## src/rtl/apix_transmitter.sv

```systemverilog
// Serialising pixel transmitter: one 24-bit pixel per frame, sent as
// sync header, data MSB first, then CRC-8 over the data bits.
module apix_transmitter #(
    parameter logic [3:0] SYNC_PATTERN = 4'b1010,
    parameter logic [7:0] CRC_POLY     = 8'h07,
    parameter logic [7:0] CRC_INIT     = 8'h00
) (
    input  logic        clk,
    input  logic        rst_n,
    input  logic [23:0] pixel_data,
    input  logic        pixel_valid,
    output logic        apix_data,
    output logic        apix_clk
);

    localparam logic [1:0] IDLE = 2'd0;
    localparam logic [1:0] SYNC = 2'd1;
    localparam logic [1:0] DATA = 2'd2;
    localparam logic [1:0] CRC  = 2'd3;

    logic [1:0]  state, state_d;
    logic [4:0]  cnt_q, cnt_d;
    logic [23:0] shreg_q, shreg_d;
    logic [7:0]  crc, crc_d;
    logic        tx_bit;

    always_ff @(posedge clk) begin
        if (!rst_n) begin
            state   <= IDLE;
            cnt_q   <= '0;
            shreg_q <= '0;
            crc     <= CRC_INIT;
        end else begin
            state   <= state_d;
            cnt_q   <= cnt_d;
            shreg_q <= shreg_d;
            crc     <= crc_d;
        end
    end

    always_comb begin
        state_d = state;
        cnt_d   = cnt_q;
        shreg_d = shreg_q;
        crc_d   = crc;
        tx_bit  = 1'b0;
        case (state)
            IDLE: begin
                if (pixel_valid) begin
                    shreg_d = pixel_data;
                    crc_d   = CRC_INIT;
                    cnt_d   = '0;
                    state_d = SYNC;
                end
            end
            SYNC: begin
                tx_bit = SYNC_PATTERN[2'd3 - cnt_q[1:0]];
                if (cnt_q == 5'd3) begin
                    cnt_d   = '0;
                    state_d = DATA;
                end else begin
                    cnt_d = cnt_q + 5'd1;
                end
            end
            DATA: begin
                tx_bit  = shreg_q[23];
                // CRC advances on the bit being sent this cycle
                crc_d   = {crc[6:0], 1'b0} ^ ((crc[7] ^ shreg_q[23]) ? CRC_POLY : 8'h00);
                shreg_d = {shreg_q[22:0], 1'b0};
                if (cnt_q == 5'd23) begin
                    cnt_d   = '0;
                    state_d = CRC;
                end else begin
                    cnt_d = cnt_q + 5'd1;
                end
            end
            CRC: begin
                tx_bit = crc[3'd7 - cnt_q[2:0]];
                if (cnt_q == 5'd7) begin
                    cnt_d   = '0;
                    state_d = IDLE;
                end else begin
                    cnt_d = cnt_q + 5'd1;
                end
            end
            default: state_d = IDLE;
        endcase
    end

    // Gated by rst_n so the line drops the moment reset asserts
    assign apix_data = rst_n & tx_bit;
    assign apix_clk  = clk;

endmodule

```

## config.mk

```make
export PLATFORM = sky130hd
export DESIGN_NAME = apix_transmitter
export DESIGN_NICKNAME = d
export VERILOG_FILES = /design/src/rtl/apix_transmitter.sv
export SDC_FILE = /design/constraint.sdc
export NUM_CORES = 1
export LEC_CHECK = 0
export ABC_AREA = 1
export CAP_MARGIN = 20
export CORE_MARGIN = 2
export CORE_UTILIZATION = 29
export CTS_CLUSTER_DIAMETER = 30
export DETAILED_ROUTE_END_ITERATION = 10
export PLACE_DENSITY = 0.56
export SYNTH_ARGS = -nofsm -noshare
export SYNTH_HDL_FRONTEND = slang
export SYNTH_SLANG_ARGS = --single-unit
```

## constraint.sdc

```tcl
create_clock -name clk -period 2 [get_ports clk]
set_clock_uncertainty 0.1 [all_clocks]
set_input_delay 0.3 -clock clk [delete_from_list [all_inputs] [get_ports clk]]
set_output_delay 0.3 -clock clk [all_outputs]
set_load 0.02 [all_outputs]
```

==> results, run 1 <==
- The max-capacitance violation count is 0.
- The post-route DRC violation count is 0.
- The leftover overflow at the end of global routing is 0.
- The power per cell area is around 1400 mW/mm^2.
- The fraction of layout cells with a size suffix above 1 is 10.8%.
- The antenna violation net count after detailed routing is 0.
- The initial antenna violation count is 0.
- The post-synthesis area per instance is approximately 6.4 um^2.
- Setup repair after global routing left no endpoint under its margin.
- The element type at the critical path end is an output pin.
- STA puts the critical path data required time at 1.60 ns.
- Synthesis produced 320 cells.
- The number of setup buffers added after CTS is 0.
- In this run the vertical extent of the chip is 88.2 um.
- The placer's final routability congestion estimate is 0.813.
- The minimum clock period after layout is 1.93 ns.
- Summing all flip-flop and latch instances after layout gives around 790 um^2.
- The worst hold path begins at crc[4].
- The area growth from synthesis to layout is 28.4%.
- The routed length per instance is 10.4 um.
- The final standard cell area without fillers is between 0.002 and 0.003 mm^2.
- The via count of the routed design is 1991.
- Summing every instance area after synthesis gives slightly above 0.002 mm^2.
- The relative slew slack is 77.4%.
- Across every metal layer, demand over resource in global routing totals 13.7%.
- The maximum number of pins on one net before global-route repair is 30.
- The number of global-route vias before repair is around 1900.
- Summing all multi-input logic gate instances after layout gives roughly 0.0011 mm^2.
- In the routed layout, each cell is associated on average with a via count of 4.37.
- After clock tree synthesis, the clock-pin slew on the worst setup and hold paths is 0.08 ns.
- The measured slew at the worst slew-check pin is 0.339 ns.
- The first global-routing pass estimated 8.22 mm of wire.
- In the final timing run, aggregate negative setup slack is 0 ns.
- Measured along the x axis, the die boundary spans 88.2 um.
- The post-placement cell area is 0.00250 mm^2.
- Of the available clock period, the critical path in the final layout requires 96.6%.
- The number of failing setup endpoints in the final timing report is 0.
- The first routing iteration left 75 violations.
- During I/O placement, the number of pins put on the boundary was 29.
- The number of nets in the finished design is 394.
- The net count after synthesis is 355.
- The critical path arrival is 1.53 ns.
- IR analysis of the VDD net gives a maximum drop of 555 uV.
- The share of the core filled with cells in the final layout is about two fifths.
- The min-delay analysis places its worst path in the category reg -> reg.
- The starting density of the core is 30.1%.
- The number of pins with negative max-slew slack in the final report is 0.
- The critical path starts at clk.
- The CTS tree is yes.
- The startpoint of the lowest-slack register-to-register path is state[0].
- The highest clock rate is approximately 520 MHz.
- The critical path is of the clk -> out type.
- The worst-skew pair later-pin latency is 0.40 ns.
- The largest fanout on the critical path is 2.
- The Yosys step of the flow raised 0 warnings.
- The standby leakage power is between 0.001 and 0.0015 uW.
- The wire-length estimate of the detail-placed layout is 3.19 mm.
- After synthesis, flip-flops and latches occupy 38.0% of the total area.
- The standard-cell row count is 30.
- The core box area is 0.00683 mm^2.
- The run finished with clean final reports.
- The most common library cell in the layout ignoring fill and taps is sky130_fd_sc_hd__nand2_1.
- The kind of start point of the critical path is a clock port.
- During placement, the flow inserted port buffers numbering 28.
- The synthesized design contains 39 register bits.
- In this run, distinct cell masters in the synthesized netlist total 23.
- The final layout contains routed wiring with a total length of 4.75 mm.
- 0 antenna diodes ended up in the layout.
- The die covers roughly 0.0078 mm^2.
- The first TritonRoute pass finished after 4 iterations.
- The hold violation total from the final report is 0.
- In the layout the commonest cells are sky130_fd_sc_hd__nand2_1 (109), sky130_fd_sc_hd__nor2_1 (55), sky130_fd_sc_hd__dfxtp_1 (35).
- The layout has 762 filler cells.
## critical path: stages
cell,delay [ns]
sky130_fd_sc_hd__clkbuf_8,0.11
sky130_fd_sc_hd__clkbuf_8,0.12
sky130_fd_sc_hd__dlygate4sd2_1,0.31
## layout make-up
cell class                 instances  area share, %
timing repair buffer              44           15.7
clock inverter                     1          0.189
inverter                          22           3.13
tap                               96           4.55
sequential                        39           29.7
multi-input combinational        243           41.9
clock buffer                      11           4.78
## Yosys cell counts
master	count	area (um^2)
sky130_fd_sc_hd__nand2_1	109	409
sky130_fd_sc_hd__nor2_4	1	11.3
sky130_fd_sc_hd__buf_1	1	3.75
sky130_fd_sc_hd__nand3_1	15	75.1
sky130_fd_sc_hd__inv_2	1	3.75
sky130_fd_sc_hd__nor2_1	56	210
sky130_fd_sc_hd__ha_1	8	100
sky130_fd_sc_hd__a21oi_1	17	85.1
sky130_fd_sc_hd__clkbuf_1	5	18.8
sky130_fd_sc_hd__buf_2	4	20.0
sky130_fd_sc_hd__o21ai_1	3	15.0
sky130_fd_sc_hd__nand3b_1	1	7.51
sky130_fd_sc_hd__xor2_1	1	8.76
sky130_fd_sc_hd__xnor2_1	2	17.5
sky130_fd_sc_hd__nor2_2	1	6.26
sky130_fd_sc_hd__buf_6	2	22.5
sky130_fd_sc_hd__dfxtp_1	39	781
sky130_fd_sc_hd__inv_1	21	78.8
sky130_fd_sc_hd__o21a_1	1	7.51
sky130_fd_sc_hd__o21ai_2	1	8.76
sky130_fd_sc_hd__o22ai_1	1	6.26
sky130_fd_sc_hd__buf_4	4	30.0
sky130_fd_sc_hd__o21ai_0	26	130
## metal layers
metal	up-vias	GRT usage [%]	share of wire (%)
met5	-	0	0
met3	8	3.54	4.3
li1	1076	-	-
met2	40	21.7	45
met1	867	17.5	49
met4	0	6.06	1.6
## report_power, final
part | leakage [uW] | switching (uW) | total, uW | internal, uW
registers | 0.000322 | 127 | 1160 | 1030
logic | 0.000779 | 1140 | 1860 | 722
clock network | 0.0000691 | 332 | 723 | 392
## per-stage QoR
step	hold slack [ns]	instances	setup WS (ns)	power, uW
global placement	0.363	445	-0.177	3060
floorplan	0.313	320	0.0299	2540
finish	0.384	456	0.0677	3740
global route	0.406	456	0.0122	4130
CTS	0.387	456	0.00592	3760
detailed placement	0.372	445	-0.184	3080
## sequential cells by signal (all words and copies together) (netlist names)
name and cells:
shreg_q 24, cnt_q 5, crc 8, state 2
## final timing paths
| path | end | slack [ns] | depth (start not counted) |
|---|---|---|---|
| worst max-delay path | apix_clk | 0.07 | 3 |
| worst min-delay path | crc[4] | 0.38 | 2 |
| worst max register to register | shreg_q[16] | 0.24 | 8 |
| worst min register to register | crc[4] | 0.38 | 2 |
## repair_timing
action                     in CTS  in global routing
setup endpoints to repair       2                  5
pin swaps                       0                  0
hold buffers                    0                  0
gates resized for setup         6                 11
## cells by family (layout without fill, tap and decap cells)
| logic type | after synthesis | in the layout | synth area share, % |
|---|---|---|---|
| fa+ha+maj | 8 | 8 | 4.87 |
| simple gates | 183 | 183 | 35.0 |
| xor+xnor | 3 | 3 | 1.28 |
| compound gates | 49 | 49 | 12.3 |
| flops | 39 | 39 | 38.0 |
| buf+inv | 38 | 78 | 8.64 |
Power figures use the tool's default switching activity.
==> run 2, diff against run 1 <==
--- a/config.mk
+++ b/config.mk
@@ -8,10 +8,10 @@
 export ABC_AREA = 1
 export CAP_MARGIN = 20
 export CORE_MARGIN = 2
-export CORE_UTILIZATION = 29
+export CORE_UTILIZATION = 45
 export CTS_CLUSTER_DIAMETER = 30
 export DETAILED_ROUTE_END_ITERATION = 10
-export PLACE_DENSITY = 0.56
+export PLACE_DENSITY = 0.76
 export SYNTH_ARGS = -nofsm -noshare
 export SYNTH_HDL_FRONTEND = slang
 export SYNTH_SLANG_ARGS = --single-unit
==> run 2 against run 1 <==
Core utilization increased by 20 points. Clock power increased by 3.2%. Setup slack got worse by 0.017 ns. Critical path depth increased by 3. Sequential cell count unchanged. Worst hold slack got worse by 0.0016 ns. Non-clock buffer count decreased by 5. Power decreased by 1.8%. Sequential power about the same. Largest power group unchanged.
==> results, run 2 (same netlist as run 1, synthesis figures left out) <==
- The internal portion of the total power is 2080 uW.
- The chip height is around 72 um.
- After the last flow step, the layout net total stands at 390.
- The clock network burns 20.3% of the power.
- The core box area is around 0.0044 mm^2.
- The share of the clock period used by the worst path is around 100%.
- The dominant delay contributor by cell family on the critical path is flip-flops.
- The CTS tree is yes.
- In this design, the critical path's most frequently occurring cell is sky130_fd_sc_hd__inv_1.
- The cell count of the worst hold path is 2.
- The critical path arrival is 1.55 ns.
- The final route contains between 1500 and 2000 vias.
- The peak supply drop is 627 uV.
- Detailed placement ended at an HPWL of 2.86 mm.
- The critical-path cell with the highest stage delay is sky130_fd_sc_hd__dfxtp_2.
- In the layout the commonest cells are sky130_fd_sc_hd__nand2_1 (109), sky130_fd_sc_hd__nor2_1 (55), sky130_fd_sc_hd__dfxtp_1 (36).
- Setup repair after global routing could not meet its margin everywhere.
- For the pin with the worst max-slew slack, the measured transition is 0.296 ns.
- The kind of start point of the critical path is a flop.
- The routed wire length is 4.42 mm.
- The analysis attributes to cell leakage a power of ~0.0011 uW.
- The global-route wire length before repair is 7.81 mm.
- The total routing resource utilization after global routing is between 10% and 20%.
- The count of non-filler cells in the finished layout is ~410.
- The area growth from synthesis to layout is 24.3%.
- The placer's final routability congestion estimate is 0.817.
- The routed length per instance is between 10 and 15 um.
- The number of cells on the critical path is 6.
- The minimum clock period after layout is 1.95 ns.
- For this design the ratio of total power to cell area is 1440 mW/mm^2.
- The worst pin sits at a relative slew slack of 80.2%.
- The tightest min-delay check is of the reg -> reg type.
- The fraction of power spent switching nets is 43.3%.
- From left edge to right edge, the die measures roughly 72 um.
- The number of global-route vias before repair was 1805.
- The combinational group share of total power is 48.2%.
- The sequential cell fraction of total power is 31.5%.
- The maximum number of pins on one net before global-route repair is 34.
- The fraction of layout cells with a size suffix above 1 is roughly a tenth.
- STA puts the critical path data required time at 1.60 ns.
- The worst setup path is captured at an output pin.
- The worst setup path is of the reg -> out kind.
- The switching component of the power is 1590 uW.
- The post-route DRC violation count is 0.
- The antenna violation net count after detailed routing is 0.
- The number of iterations in the first detailed-routing pass is 4.
- The starting density of the core is 46.9%.
- The worst-skew pair later-pin latency is about 0.41 ns.
- The highest clock rate is 513 MHz.
- The area of the die is 0.00513 mm^2.
- The antenna cell count is 0.
- Buffers inserted to repair hold after CTS numbered 0.
- The detailed router's first-iteration violation count is 69.
- The floorplan has 24 rows.
- The hold violation total from the final report is 0.
- Leaving out fill and tap cells, the most frequent cell in the layout is sky130_fd_sc_hd__nand2_1.
- The critical path goes through inv_1 -> ha_1 -> inv_1 -> o21a_1 -> a21oi_1 -> buf_4.
- The largest registers in the layout are shreg_q: 24 flops, crc: 8 flops, cnt_q: 5 flops.
- The number of I/O port buffers is 28.
- The number of flip-flops under the largest register name is 24.
- The number of buffers and inverters on the critical path is 3.
- The largest single stage delay on the critical path is 0.34 ns.
- The initial antenna violation count was 0.
- Dividing the detail-routed via count by the number of cells gives 4.87.
- The leftover overflow at the end of global routing is 0.
- Of all nets on the critical path, the largest fanout is 4.
- The depth of the most critical reg-to-reg path is 8.
- The number of pins with negative max-slew slack in the final report is 0.
- Summed over all failing endpoints, the final setup total negative slack is 0 ns.
- Setup violations remaining at the end of the flow were counted as 0.
- The top register by number of flip-flops is shreg_q.
- Across the run, the number of max-cap violations was 0.
- The flow ran to the end, and the final reports show no timing, DRC or antenna violations.
- The clock input transition at the sequential cells of the worst setup and hold paths is roughly 0.070 ns.
- In this run the count of I/O pins placed on the die edge is 29.
- The number of placed cells counting well taps is around 400.
## run 2: cell types whose count changed in the layout (fill, tap and decap cells not counted), sizes merged
cell	change
clkinvlp	+2
clkbuf	-1
buf	-5
inv	-1
## run 2: worst paths after layout
path                               start  slack, ns         end
worst max-delay path            state[0]       0.05   apix_data
worst min-delay path              crc[1]       0.38      crc[1]
worst max register to register  state[0]       0.09  shreg_q[0]
worst min register to register    crc[1]       0.38      crc[1]
## run 2: repair_timing
action                     in CTS  in global routing
gates resized for setup         9                 10
gates cloned                    1                  0
setup endpoints to repair       3                 15
setup buffers                   1                  0
pin swaps                       0                  1
## run 2: worst register-to-register path: stages (launching register included)
cell	delay [ns]
sky130_fd_sc_hd__dfxtp_2	0.36
sky130_fd_sc_hd__inv_1	0.08
sky130_fd_sc_hd__ha_1	0.21
sky130_fd_sc_hd__buf_4	0.23
sky130_fd_sc_hd__o21ai_4	0.29
sky130_fd_sc_hd__clkinvlp_4	0.13
sky130_fd_sc_hd__buf_4	0.19
sky130_fd_sc_hd__o21ai_1	0.15
sky130_fd_sc_hd__nor2_1	0.06
## run 2: layer usage
layer | track usage [%] | vias up | wire length [um]
li1 | - | 1063 | -
met1 | 23.4 | 886 | 2150
met2 | 32.0 | 26 | 2010
met3 | 6.47 | 7 | 160
met4 | 11.7 | 0 | 106
met5 | 0 | - | 0
## run 2: power groups by stage
stage / Sequential (uW) / Clock, uW / Combinational (uW)
3_5_place_dp: 1160 / 67.1 / 1650
3_3_place_gp: 1160 / 67.1 / 1620
6_report: 1160 / 746 / 1770
4_1_cts: 1150 / 758 / 1760
2_1_floorplan: 1150 / 58.4 / 1340
5_1_grt: 1180 / 797 / 2040
## run 2: metrics by stage
stage          area, um^2  total power (uW)  util [%]  setup slack [ns]  hold WS (ns)
2_1_floorplan        2060              2540         -            0.0299         0.313
3_3_place_gp         2390              2840      54.5            -0.174         0.363
3_5_place_dp         2390              2880      54.5            -0.190         0.373
4_1_cts              2550              3670      58.1            -0.101         0.384
5_1_grt              2560              4020      58.3           -0.0289         0.403
6_report             2560              3680      58.3            0.0510         0.383
## run 2: cell type report
| cell class | instances | area [um^2] |
|---|---|---|
| well taps | 52 | 65.1 |
| clock buffers | 10 | 133 |
| fillers | 425 | 1830 |
| flip-flops and latches | 39 | 785 |
| inverters | 22 | 86.3 |
| repair buffers | 39 | 365 |
| clock inverters | 1 | 5.00 |
| multi-input cells | 243 | 1110 |
| repair inverters | 1 | 7.51 |
